`src/rtl/snes_rom_bridge.sv`:
```
// snes_rom_bridge
// Byte-wide bridge from the SNES CPU bus to the CPU port of the SDRAM
// controller. It converts one-cycle access strobes into the controller's
// toggle request/acknowledge handshake and does write-through byte writes.
// A 2-entry, word-granular read buffer with a single LRU bit lets repeated
// fetches from the same 16-bit word complete without touching SDRAM.
//
// Ports:
//   clk, init_n        - clock, synchronous active-low reset
//   flush              - invalidate both buffer entries
//   ce, addr, we, din  - SNES access strobe, byte address, write flag, write byte
//   dout, valid, busy  - read byte, completion pulse, access in progress
//   cpu_req/_ack       - toggle handshake to/from the controller
//   cpu_addr/din/ds/we - registered word address, data, byte lanes, write flag
//   cpu_port           - result register select (victim entry index)
//   cpu_port0/1        - controller result registers
module snes_rom_bridge #(
  parameter int ACK_TO_DATA = 5
) (
  input  logic        clk,
  input  logic        init_n,
  input  logic        flush,
  input  logic        ce,
  input  logic [23:0] addr,
  input  logic        we,
  input  logic [7:0]  din,
  output logic [7:0]  dout,
  output logic        valid,
  output logic        busy,
  output logic        cpu_req,
  input  logic        cpu_req_ack,
  output logic [22:0] cpu_addr,
  output logic [15:0] cpu_din,
  output logic [1:0]  cpu_ds,
  output logic        cpu_we,
  output logic        cpu_port,
  input  logic [15:0] cpu_port0,
  input  logic [15:0] cpu_port1
);

  localparam logic [1:0] ST_IDLE  = 2'd0;
  localparam logic [1:0] ST_REQ   = 2'd1;
  localparam logic [1:0] ST_WAITD = 2'd2;
  localparam logic [1:0] ST_FILL  = 2'd3;

  localparam logic [7:0] CNT_LOAD = 8'(ACK_TO_DATA - 1);

  // Pick the addressed byte of a word (hi = 1 selects the upper byte).
  function automatic logic [7:0] sel_byte(input logic [15:0] w, input logic hi);
    sel_byte = hi ? w[15:8] : w[7:0];
  endfunction

  // Replace one byte of a word, leaving the other lane untouched.
  function automatic logic [15:0] merge_byte(input logic [15:0] w, input logic hi,
                                             input logic [7:0] b);
    merge_byte = hi ? {b, w[7:0]} : {w[15:8], b};
  endfunction

  logic [1:0]  state_r;
  logic [7:0]  cnt_r;
  logic [1:0]  vld_r;
  logic [22:0] tag_r  [2];
  logic [15:0] data_r [2];
  logic        lru_r;
  logic        lsb_r;

  logic [22:0] word_s;
  logic [1:0]  match_s;
  logic [1:0]  hit_s;
  logic [15:0] fill_s;

  assign word_s     = addr[23:1];
  assign match_s[0] = (tag_r[0] == word_s);
  assign match_s[1] = (tag_r[1] == word_s);
  // A flush in the same cycle as a read forces that read to miss.
  assign hit_s      = match_s & vld_r & {2{~flush}};
  assign fill_s     = cpu_port ? cpu_port1 : cpu_port0;

  // Bridge state machine, read buffer and controller request registers.
  always_ff @(posedge clk) begin
    if (!init_n) begin
      state_r   <= ST_IDLE;
      cnt_r     <= 8'd0;
      vld_r     <= 2'b00;
      tag_r[0]  <= 23'd0;
      tag_r[1]  <= 23'd0;
      data_r[0] <= 16'd0;
      data_r[1] <= 16'd0;
      lru_r     <= 1'b0;
      lsb_r     <= 1'b0;
      dout      <= 8'd0;
      valid     <= 1'b0;
      busy      <= 1'b0;
      // The controller's ack is not reset, so realign the toggle pair and
      // abandon whatever request was in flight.
      cpu_req   <= cpu_req_ack;
      cpu_addr  <= 23'd0;
      cpu_din   <= 16'd0;
      cpu_ds    <= 2'b11;
      cpu_we    <= 1'b0;
      cpu_port  <= 1'b0;
    end else begin
      valid <= 1'b0;
      // A fill in the same cycle sets its own vld bit again below.
      if (flush) begin
        vld_r <= 2'b00;
      end

      case (state_r)
        ST_IDLE: begin
          if (ce) begin
            if (we) begin
              // Write-through: patch any buffered copy now, then go to SDRAM.
              if (match_s[0]) begin
                data_r[0] <= merge_byte(data_r[0], addr[0], din);
              end
              if (match_s[1]) begin
                data_r[1] <= merge_byte(data_r[1], addr[0], din);
              end
              cpu_addr <= word_s;
              cpu_din  <= {din, din};
              cpu_ds   <= {addr[0], ~addr[0]};
              cpu_we   <= 1'b1;
              cpu_req  <= ~cpu_req;
              busy     <= 1'b1;
              state_r  <= ST_REQ;
            end else if (hit_s[0]) begin
              dout  <= sel_byte(data_r[0], addr[0]);
              valid <= 1'b1;
              lru_r <= 1'b1;
            end else if (hit_s[1]) begin
              dout  <= sel_byte(data_r[1], addr[0]);
              valid <= 1'b1;
              lru_r <= 1'b0;
            end else begin
              // Miss: the LRU entry is the victim and also names the
              // controller result register the data will arrive in.
              lsb_r    <= addr[0];
              cpu_addr <= word_s;
              cpu_din  <= {din, din};
              cpu_ds   <= 2'b11;
              cpu_we   <= 1'b0;
              cpu_port <= lru_r;
              cpu_req  <= ~cpu_req;
              busy     <= 1'b1;
              state_r  <= ST_REQ;
            end
          end
        end

        ST_REQ: begin
          if (cpu_req == cpu_req_ack) begin
            if (cpu_we) begin
              valid   <= 1'b1;
              busy    <= 1'b0;
              state_r <= ST_IDLE;
            end else begin
              cnt_r   <= CNT_LOAD;
              state_r <= ST_WAITD;
            end
          end
        end

        ST_WAITD: begin
          if (cnt_r == 8'd0) begin
            state_r <= ST_FILL;
          end else begin
            cnt_r <= cnt_r - 8'd1;
          end
        end

        ST_FILL: begin
          data_r[cpu_port] <= fill_s;
          tag_r[cpu_port]  <= cpu_addr;
          vld_r[cpu_port]  <= 1'b1;
          dout             <= sel_byte(fill_s, lsb_r);
          valid            <= 1'b1;
          lru_r            <= ~cpu_port;
          busy             <= 1'b0;
          state_r          <= ST_IDLE;
        end

        default: begin
          busy    <= 1'b0;
          state_r <= ST_IDLE;
        end
      endcase
    end
  end

endmodule

```
`config.mk`:
```
export PLATFORM = sky130hd
export DESIGN_NAME = snes_rom_bridge
export DESIGN_NICKNAME = d
export VERILOG_FILES = /design/src/rtl/snes_rom_bridge.sv
export SDC_FILE = /design/constraint.sdc
export NUM_CORES = 1
export LEC_CHECK = 0
export ABC_AREA = 1
export CAP_MARGIN = 15
export CORE_MARGIN = 5
export CORE_UTILIZATION = 48
export DETAILED_ROUTE_END_ITERATION = 12
export PLACE_DENSITY = 0.77
export SKIP_LAST_GASP = 1
export SLEW_MARGIN = 40
export SYNTH_ARGS = -nofsm -noshare
export SYNTH_HDL_FRONTEND = slang
export SYNTH_SLANG_ARGS = --single-unit
```
`constraint.sdc`:
```
create_clock -name clk -period 2.2 [get_ports clk]
set_input_delay 0.44 -clock clk [delete_from_list [all_inputs] [get_ports clk]]
set_output_delay 0.44 -clock clk [all_outputs]
set_load 0.02 [all_outputs]
```
# --- After elaboration in Yosys (flattened, before gate mapping) ---
# Memory sizes are Yosys's and may differ from the RTL's.
# Cells that the tools add are included.
op_classes:
  addsub: 1
  mul: 0
  div: 0
  order_cmp: 2
  n_eq_ne: 22
  n_shift: 0
  mux: 89
  n_bitwise: 12
  reduce_logical: 15
ops:
  columns: ["op", "n"]
  rows:
  - ["$mux W16", 9]
  - ["$mux W23", 4]
  - ["$mux W8", 10]
  - ["$eq A23 B23 Y1", 2]
  - ["$mux W1", 46]
  - ["$pmux W8 S2", 2]
  - ["$mux W2", 13]
  - ["$reduce_or A23 Y1", 1]
  - ["$ne A2 B2 Y1 const B", 9]
  - ["$reduce_and A4 Y1", 4]
  - ["$reduce_or A16 Y1", 1]
  - ["$ne A3 B3 Y1 const B", 5]
  - ["$reduce_and A5 Y1", 2]
  - ["$logic_not A8 Y1", 1]
  - ["$pmux W2 S4", 1]
  - ["$sub A8 B1 Y8 const B", 1]
  - ["$not A1 Y1", 7]
  - ["$pmux W1 S3", 2]
  - ["$reduce_and A6 Y1", 1]
  - ["$and A2 B2 Y2", 2]
  - ["$eq A2 B2 Y1 const B", 2]
  - ["$ne A2 B1 Y1 const B", 2]
  - ["$reduce_bool A2 Y1", 2]
  - ["$reduce_bool A3 Y1", 1]
  - ["10 further kinds", 11]
totals:
  reg_bits: 68
  latchBits: 0
  mem_bits_rw: 78
  mem_bits_ro: 0
  inputBits: 70
  output_inout_bits: 54
  wordCells: 157
  n_memories: 2
memory_table:
  columns: ["memory", "depth", "word_bits", "read_ports", "rd_ports_with_merged_regs", "write_ports", "line", "rtl"]
  rows:
  - ["tag_r", 2, 23, 2, 0, 2, "62", "logic [22:0] tag_r [2];"]
  - ["data_r", 2, 16, 2, 0, 2, "63", "logic [15:0] data_r [2];"]

# --- Longest topological paths before layout ---
# Gate-level depths: netlist of run 1.
logic_depth:
  ltp_word: 9
  mapped_depth: 15
  ltp_nobuf: 15

# --- Least setup slack after synthesis of run 1 ---
# Ideal clock, no wire load.
synth_timing:
  kind: "register to register"
  from: "register cpu_port"
  to: "memory tag_r[1][0], enable pin"
  setup_time_ps: 380
  arrival_ps: 2108
  required_ps: 1820
  setup_slack_ps: -288
  stages_incl_launch_ff: 8
  n_path_buf: 3
  period_less_slack_ps: 2488
  path_cell_list: "dfxtp_1 buf_4 clkinv_1 nor3_1 inv_1 buf_2 buf_2 nand2_1"
synth_rtl:
  columns: ["item", "line", "rtl"]
  rows:
  - ["from (decl)", "36", "output logic cpu_port,"]
  - ["from (signal assigned)", "143", "cpu_port <= lru_r;"]
  - ["to (decl)", "62", null]

# --- Worst setup path in the final report of run 1 ---
layout_timing:
  from: "register cpu_port"
  to: "output cpu_port"
# No word-level cell between the ends.

==> results.md, run 1 <==
* Final worst-path cycle share at 94.6%
* Hold_ws at 427 ps
* Largest area contributor in the netlist: edfxtp_1
* Most frequent cells in the layout: nand2_1, nor2_1, clkdlybuf4s50_1
* CTS Buf Count at 17
* Yosys reg bits at 138
* Psw at 2670 uW
* Switching portion of total power at 31.7%
* Critical Path Sink Type: output port
* Synth Area in XOR/XNOR at 4.80%
* Routed wire length at 18200 um
* Antenna violations before repair at 0
* Rows at 43
* Yosys cell types at 38
* Ys async rst share at 0%
* Overflow after GRT at 0
* Final setup violation count at 0
* DR pass1 iterations at 5
* P_int at 5730 uW
* CTS tree: yes
* Commonest non-fill, non-tap cell in the layout: nand2_1
* WL/cell at 15.7 um
* IO Pins at 124
* Vias in the first global route at 5659
* Max Root-Sink Buffers at 2
* Share of cells above drive strength 1 at 10.5%
* Average cell area after synthesis at 8.30 sq um
* Peak VDD IR at 0.652 mV
* Core area at 13800 sq um
* Die height at 129 um
* Worst Clk Skew at 4.40 ps
* Min-delay worst type: input pin to register
* Pwr Total at 8400 uW
* Top FF cell, synth: edfxtp_1
* CP arrival at 1640 ps
* Multiplexer area fraction after synthesis at 1.19%
* Dpl cells at 1125
* Buf/Inv on CP at 2
* Largest cells by area after synthesis: edfxtp_1, dfxtp_1, nand2_1
* Area of the mapped netlist at 6750 sq um
* GP Congestion at 0.912
* Final Hold Violating Endpoints at 0
* Dpl hpwl at 13500 um
* Post-Synth Adder-Cell Area at 0.185%
* Initial core utilization at 48.8%
* Clock root buffer: clkbuf_16
* Post-synth top area share at 35.2%
* Clock-pin slew on the worst setup and hold paths at 60 ps
* Sequential cell area fraction in the yosys report at 52.7%
* Fmax at 0.480 GHz
* Crit Path Max Fanout at 17
* CP delay by family, top: buffers and inverters
* Total number of vias at 5863
* CP Class: register to output port
* Crit path required time at 1760 ps
* PD cells at 926 nW/um^2
* Worst path cell trace: buf_4 -> clkdlybuf4s50_1
* Skew-Pair Late Insertion Delay at 420 ps
* Number of flops mapped to enable cells by yosys at 79
* Synth warnings at 0
* Port Buf Inserts at 123
* Largest net degree at the start of global routing at 31
* FILL cells at 1084
* Least-Margin Pin Slew at 495 ps
* Leak Pwr at 0.00404 uW
* Fin Setup TNS at 0 ps
* H-tree Lvls at 4
* Area Growth Syn to Fin at 34.5%
* Die width at 129 um
* Via density at 5.07
* Nets at 1035
* Antenna Nets Post-Route at 0
* CP max stage cell: clkdlybuf4s50_1
* Crit-path max cell delay at 630 ps
* DRC at 0
* Die Area at 16500 sq um
* Syn Nets at 884
* Ant diodes at 0
* Status: finished clean
* Largest family of logic cells by synthesized area: simple AND/OR/NAND/NOR gates
* Sequential share of power at 39.4%
* Max-slew violations at 0
* Synth Area in Simple Gates at 22.0%
* Max Cap Viol at 0
* Iter 0 DRT Violations at 506
* Clock power share at 31.0%
* Sink Count at 138
* Compound-Gate Fraction of Synth Area at 10.4%
* First-pass GRT wire length at 28700 um
* Cells after Synth at 813
* GRT Util Overall at 22.6%
* Layout Cells excl Fill at 1157
* Minimum clock period at 2080 ps
* Comb pwr share at 29.6%
* Worst rel slew slack at 66.8%
* Startpoint Class: register
-- power by group through the flow --
stage | Combinational (uW) | Clock (uW) | Sequential (uW)
2_1_floorplan | 1290 | 0 | 3530
3_3_place_gp | 2430 | 0 | 3350
3_5_place_dp | 2480 | 0 | 3360
4_1_cts | 2490 | 2640 | 3310
5_1_grt | 2750 | 2750 | 3350
6_report | 2490 | 2600 | 3310
-- logic make-up (layout without fill, tap and decap cells) --
family	count (synthesis)	after routing
multiplexers	8	8
AND/OR/NAND/NOR	365	365
buffers and inverters	138	302
flip-flops	138	138
AO/OA/AOI/OAI	126	126
XOR/XNOR	37	37
adder cells (fa/ha/maj)	1	1
-- cells in the mapped netlist (6+ instances only) --
cell type,count
mux2i_1,8
xnor2_1,23
a21oi_2,6
buf_2,6
edfxtp_1,79
a21oi_1,52
o21ai_0,46
clkbuf_1,17
o22ai_1,8
buf_4,11
nand2_1,209
nor2_1,107
dfxtp_1,59
inv_1,93
nand3_1,32
xor2_1,14
o211ai_1,8
-- through the flow --
stage / area, sq um / setup slack, ps / util, %
5_1_grt: 9070 / -30.0 / 65.6
4_1_cts: 8980 / 24.5 / 65.0
6_report: 9070 / 118 / 65.6
3_5_place_dp: 8450 / -415 / 61.1
2_1_floorplan: 6750 / 75.4 / -
3_3_place_gp: 8450 / -388 / 61.1
-- per-layer routing --
| layer | global-route usage, % | wire, um |
|---|---|---|
| met3 | 6.48 | 1700 |
| met1 | 30.3 | 7590 |
| met2 | 35.4 | 8580 |
| met4 | 7.29 | 310 |
| met5 | 0 | 0 |
-- sequential cells by signal, indices dropped and copies added, names as in the netlist, 2 cells and up, named ones only --
register / count
vld_r: 2
cpu_ds: 2
data_r: 32
cnt_r: 8
cpu_din: 8
dout: 8
cpu_addr: 23
tag_r: 46
-- worst paths after layout --
path | startpoint | depth (start not counted) | endpoint | slack [ps]
hold / removal | addr[17] | 3 | cpu_addr[16]$_SDFFE_PN0P_ | 430
setup / recovery | cpu_port$_SDFFE_PN0P_ | 2 | cpu_port | 120
setup reg to reg | tag_r[1][18]$_SDFFCE_PN0P_ | 14 | data_r[0][10]$_DFFE_PP_ | 120
hold reg to reg | cnt_r[0]$_SDFFE_PN0P_ | 2 | cnt_r[0]$_SDFFE_PN0P_ | 470
-- cell type report --
type | instances | area, sq um | share of cell area (%)
Multi-Input combinational cell | 537 | 2640 | 29.1
Inverter | 101 | 388 | 4.28
Tap cell | 180 | 225 | 2.48
Timing Repair Buffer | 169 | 1730 | 19.0
Sequential cell | 138 | 3550 | 39.2
Clock buffer | 20 | 457 | 5.03
Clock inverter | 12 | 80.1 | 0.883
-- repair_timing --
item	4_1_cts	5_1_grt
endpoints found under the setup margin	3	108
pin swaps	1	8
gates cloned	0	0
buffers inserted	0	0
hold buffers	0	0
gates resized for setup	1	31
-- worst register-to-register path: stages, from the launching register on --
cell and delay, ps:
edfxtp_1 410, inv_1 80, nand2_1 70, nand2_1 80, nand2_1 60, nor2_1 100, nand2_1 70, nor2_2 160
nand2_1 90, nand2_1 90, inv_2 60, nor3_4 130, inv_1 80, nand2_2 90, clkinvlp_4 220
Note: power is estimated with default switching activity, not from simulation.
==> inputs of run 2 (changes only) <==
SETUP_SLACK_MARGIN = 0.05   (was unset)
==> results.md, run 2 (synthesis gave the netlist of run 1 again) <==
* Status: finished clean (unchanged)
* Overflow after GRT at 0 (unchanged)
* Worst R2R Start: tag_r[0][17]$_SDFFCE_PN0P_ (was tag_r[1][18]$_SDFFCE_PN0P_)
* Clock power share at 30.8% (was 31.0%)
* Hold EP: cpu_addr[16]$_SDFFE_PN0P_ (unchanged)
* Via density at 5.08 (was 5.07)
* Post-CTS Setup Inserts at 0 (unchanged)
* CTS Buf Count at 17 (unchanged)
* DRC at 0 (unchanged)
* First-pass GRT wire length at 28800 um (was 28700 um)
* Sink Count at 138 (unchanged)
* Max Root-Sink Buffers at 2 (unchanged)
* Final setup violation count at 0 (unchanged)
* Commonest non-fill, non-tap cell in the layout: nand2_1 (unchanged)
* Leak Pwr at 0.00406 uW (was 0.00404 uW)
* Psw at 2710 uW (was 2670 uW)
* DR pass1 iterations at 5 (unchanged)
* Reg with most FFs: tag_r (unchanged)
* Initial core utilization at 48.8% (unchanged)
* Post-DP Area at 8450 sq um (unchanged)
* Post-route cell area at 9100 sq um (was 9070 sq um)
* RSZ-0062 raised after global routing: yes
* Fin util at 65.8% (was 65.6%)
* Reg2reg path depth at 12 (was 14)
* Final worst-path cycle share at 94.9% (was 94.6%)
* Die width at 129 um (unchanged)
* PD cells at 930 nW/um^2 (was 926 nW/um^2)
* R2R Setup Slk at 130 ps (was 120 ps)
* Crit path required time at 1760 ps (about the same)
* Total number of vias at 5880 (was 5863)
* Ant diodes at 0 (unchanged)
* Largest regs: tag_r (46), data_r (32), cpu_addr (23) (unchanged)
* Largest register FFs at 46 (unchanged)
* Least-Margin Pin Slew at 487 ps (was 495 ps)
* Switching portion of total power at 31.9% (was 31.7%)
* WL/cell at 16.0 um (was 15.7 um)
* Skew-Pair Late Insertion Delay at 420 ps (about the same)
* Die height at 129 um (unchanged)
* Min-delay worst type: input pin to register (unchanged)
* Antenna violations before repair at 0 (unchanged)
* IO Pins at 124 (unchanged)
* Post-Place Setup Slack at -415 ps (unchanged)
* Max Cap Viol at 0 (unchanged)
* Max-slew violations at 0 (unchanged)
* Critical Path Sink Type: output port (unchanged)
* Largest net degree at the start of global routing at 31 (unchanged)
* GP Congestion at 0.912 (unchanged)
* Nets at 1036 (was 1035)
* Sequential share of power at 39.1% (was 39.4%)
* Peak VDD IR at 0.651 mV (was 0.652 mV)
* Final Hold Violating Endpoints at 0 (unchanged)
* Hold_ws at 427 ps (about the same)
* Clock root buffer: clkbuf_16 (unchanged)
* Rows at 43 (unchanged)
* Post-route setup slack at 113 ps (was 118 ps)
* Antenna Nets Post-Route at 0 (unchanged)
* Iter 0 DRT Violations at 536 (was 506)
* Die Area at 16500 sq um (unchanged)
* Hold path cells at 3 (unchanged)
* Share of cells above drive strength 1 at 10.7% (was 10.5%)
* Routed wire length at 18500 um (was 18200 um)
* Crit Path Max Fanout at 17 (unchanged)
* Clock-pin slew on the worst setup and hold paths at 60 ps (about the same)
* P_int at 5770 uW (was 5730 uW)
* Startpoint Class: register (unchanged)
* Fmax at 0.479 GHz (was 0.480 GHz)
* Core area at 13800 sq um (unchanged)
* Hold_sp: addr[17] (unchanged)
* Worst Clk Skew at 8.29 ps (was 4.40 ps)
* Minimum clock period at 2090 ps (was 2080 ps)
* Cts hold-fix bufs at 0 (unchanged)
* Comb pwr share at 30.1% (was 29.6%)
* Vias in the first global route at 5676 (was 5659)
* CP arrival at 1650 ps (was 1640 ps)
* CTS tree: yes (unchanged)
* Most frequent cells in the layout: nand2_1, nor2_1, clkdlybuf4s50_1 (unchanged)
* Worst rel slew slack at 67.3% (was 66.8%)
* Port Buf Inserts at 123 (unchanged)
* H-tree Lvls at 4 (unchanged)
* CP Class: register to output port (unchanged)
* GRT Util Overall at 22.6% (about the same)
* Reg-to-reg critical path endpoint: data_r[0][10]$_DFFE_PP_ (unchanged)
* Area Growth Syn to Fin at 35.0% (was 34.5%)
* Dpl hpwl at 13500 um (unchanged)
run 2: changes by cell type in the layout (fill, tap and decap cells not counted):
cell | before | now
buf_4 | 38 | 37
buf_6 | 0 | 1
clkbuf_16 | 17 | 18
clkdlybuf4s50_1 | 102 | 101
dlygate4sd2_1 | 1 | 2
inv_1 | 91 | 90
inv_2 | 3 | 4
nand2_2 | 6 | 5
nand2_4 | 1 | 2
run 2: worst max-delay path, stage by stage (launching register included):
cell             delay [ps]
dfxtp_1                 350
buf_4                   230
clkdlybuf4s50_1         640
run 2: repair_timing:
action                                  CTS  global route
pin swaps                                 2             4
cloned                                    0             1
gates resized for setup                   4            32
endpoints found under the setup margin   52           112
run 2: worst max path at each step:
stage                                    start                   endpoint  slack (ps)
floorplan                cpu_port$_SDFFE_PN0P_  tag_r[1][0]$_SDFFCE_PN0P_          80
finish                   cpu_port$_SDFFE_PN0P_                   cpu_port         110
global placement                       addr[2]       dout[5]$_SDFFE_PN0P_        -390
global route        tag_r[0][16]$_SDFFCE_PN0P_    data_r[0][11]$_DFFE_PP_         -20
CTS                                    addr[2]       dout[5]$_SDFFE_PN0P_          40
detailed placement                    addr[23]    data_r[1][13]$_DFFE_PP_        -420
run 2: layout make-up:
cell class | count | area (sq um)
clock buffers | 20 | 457
repair buffers | 170 | 1750
clock inverters | 12 | 80.1
fillers | 1079 | 4720
well taps | 180 | 225
flip-flops and latches | 138 | 3550
multi-input cells | 537 | 2650
inverters | 101 | 388
run 2: power by group through the flow:
stage | clock network, uW | registers, uW | logic [uW]
after floorplan | 0 | 3530 | 1290
after global placement | 0 | 3350 | 2430
after detailed placement | 0 | 3360 | 2480
after CTS | 2640 | 3310 | 2490
after global routing | 2750 | 3350 | 2800
final | 2610 | 3310 | 2550
run 2: routing by layer:
| layer | track usage [%] | vias to the layer above | part of all wire, % |
|---|---|---|---|
| met3 | 6.48 | 22 | 8.6 |
| met1 | 30.3 | 2700 | 42 |
| met5 | 0 | - | 0 |
| met4 | 7.29 | 0 | 1.5 |
| met2 | 35.6 | 248 | 48 |
| li1 | - | 2910 | - |
run 2: stage by stage:
| step | std cells | TNS [ps] | power (uW) |
|---|---|---|---|
| after floorplan | 813 | 0 | 4820 |
| after global placement | 1125 | -34370 | 5780 |
| after detailed placement | 1125 | -39780 | 5840 |
| after CTS | 1157 | 0 | 8440 |
| after global routing | 1158 | -104 | 8900 |
| final | 1158 | 0 | 8470 |
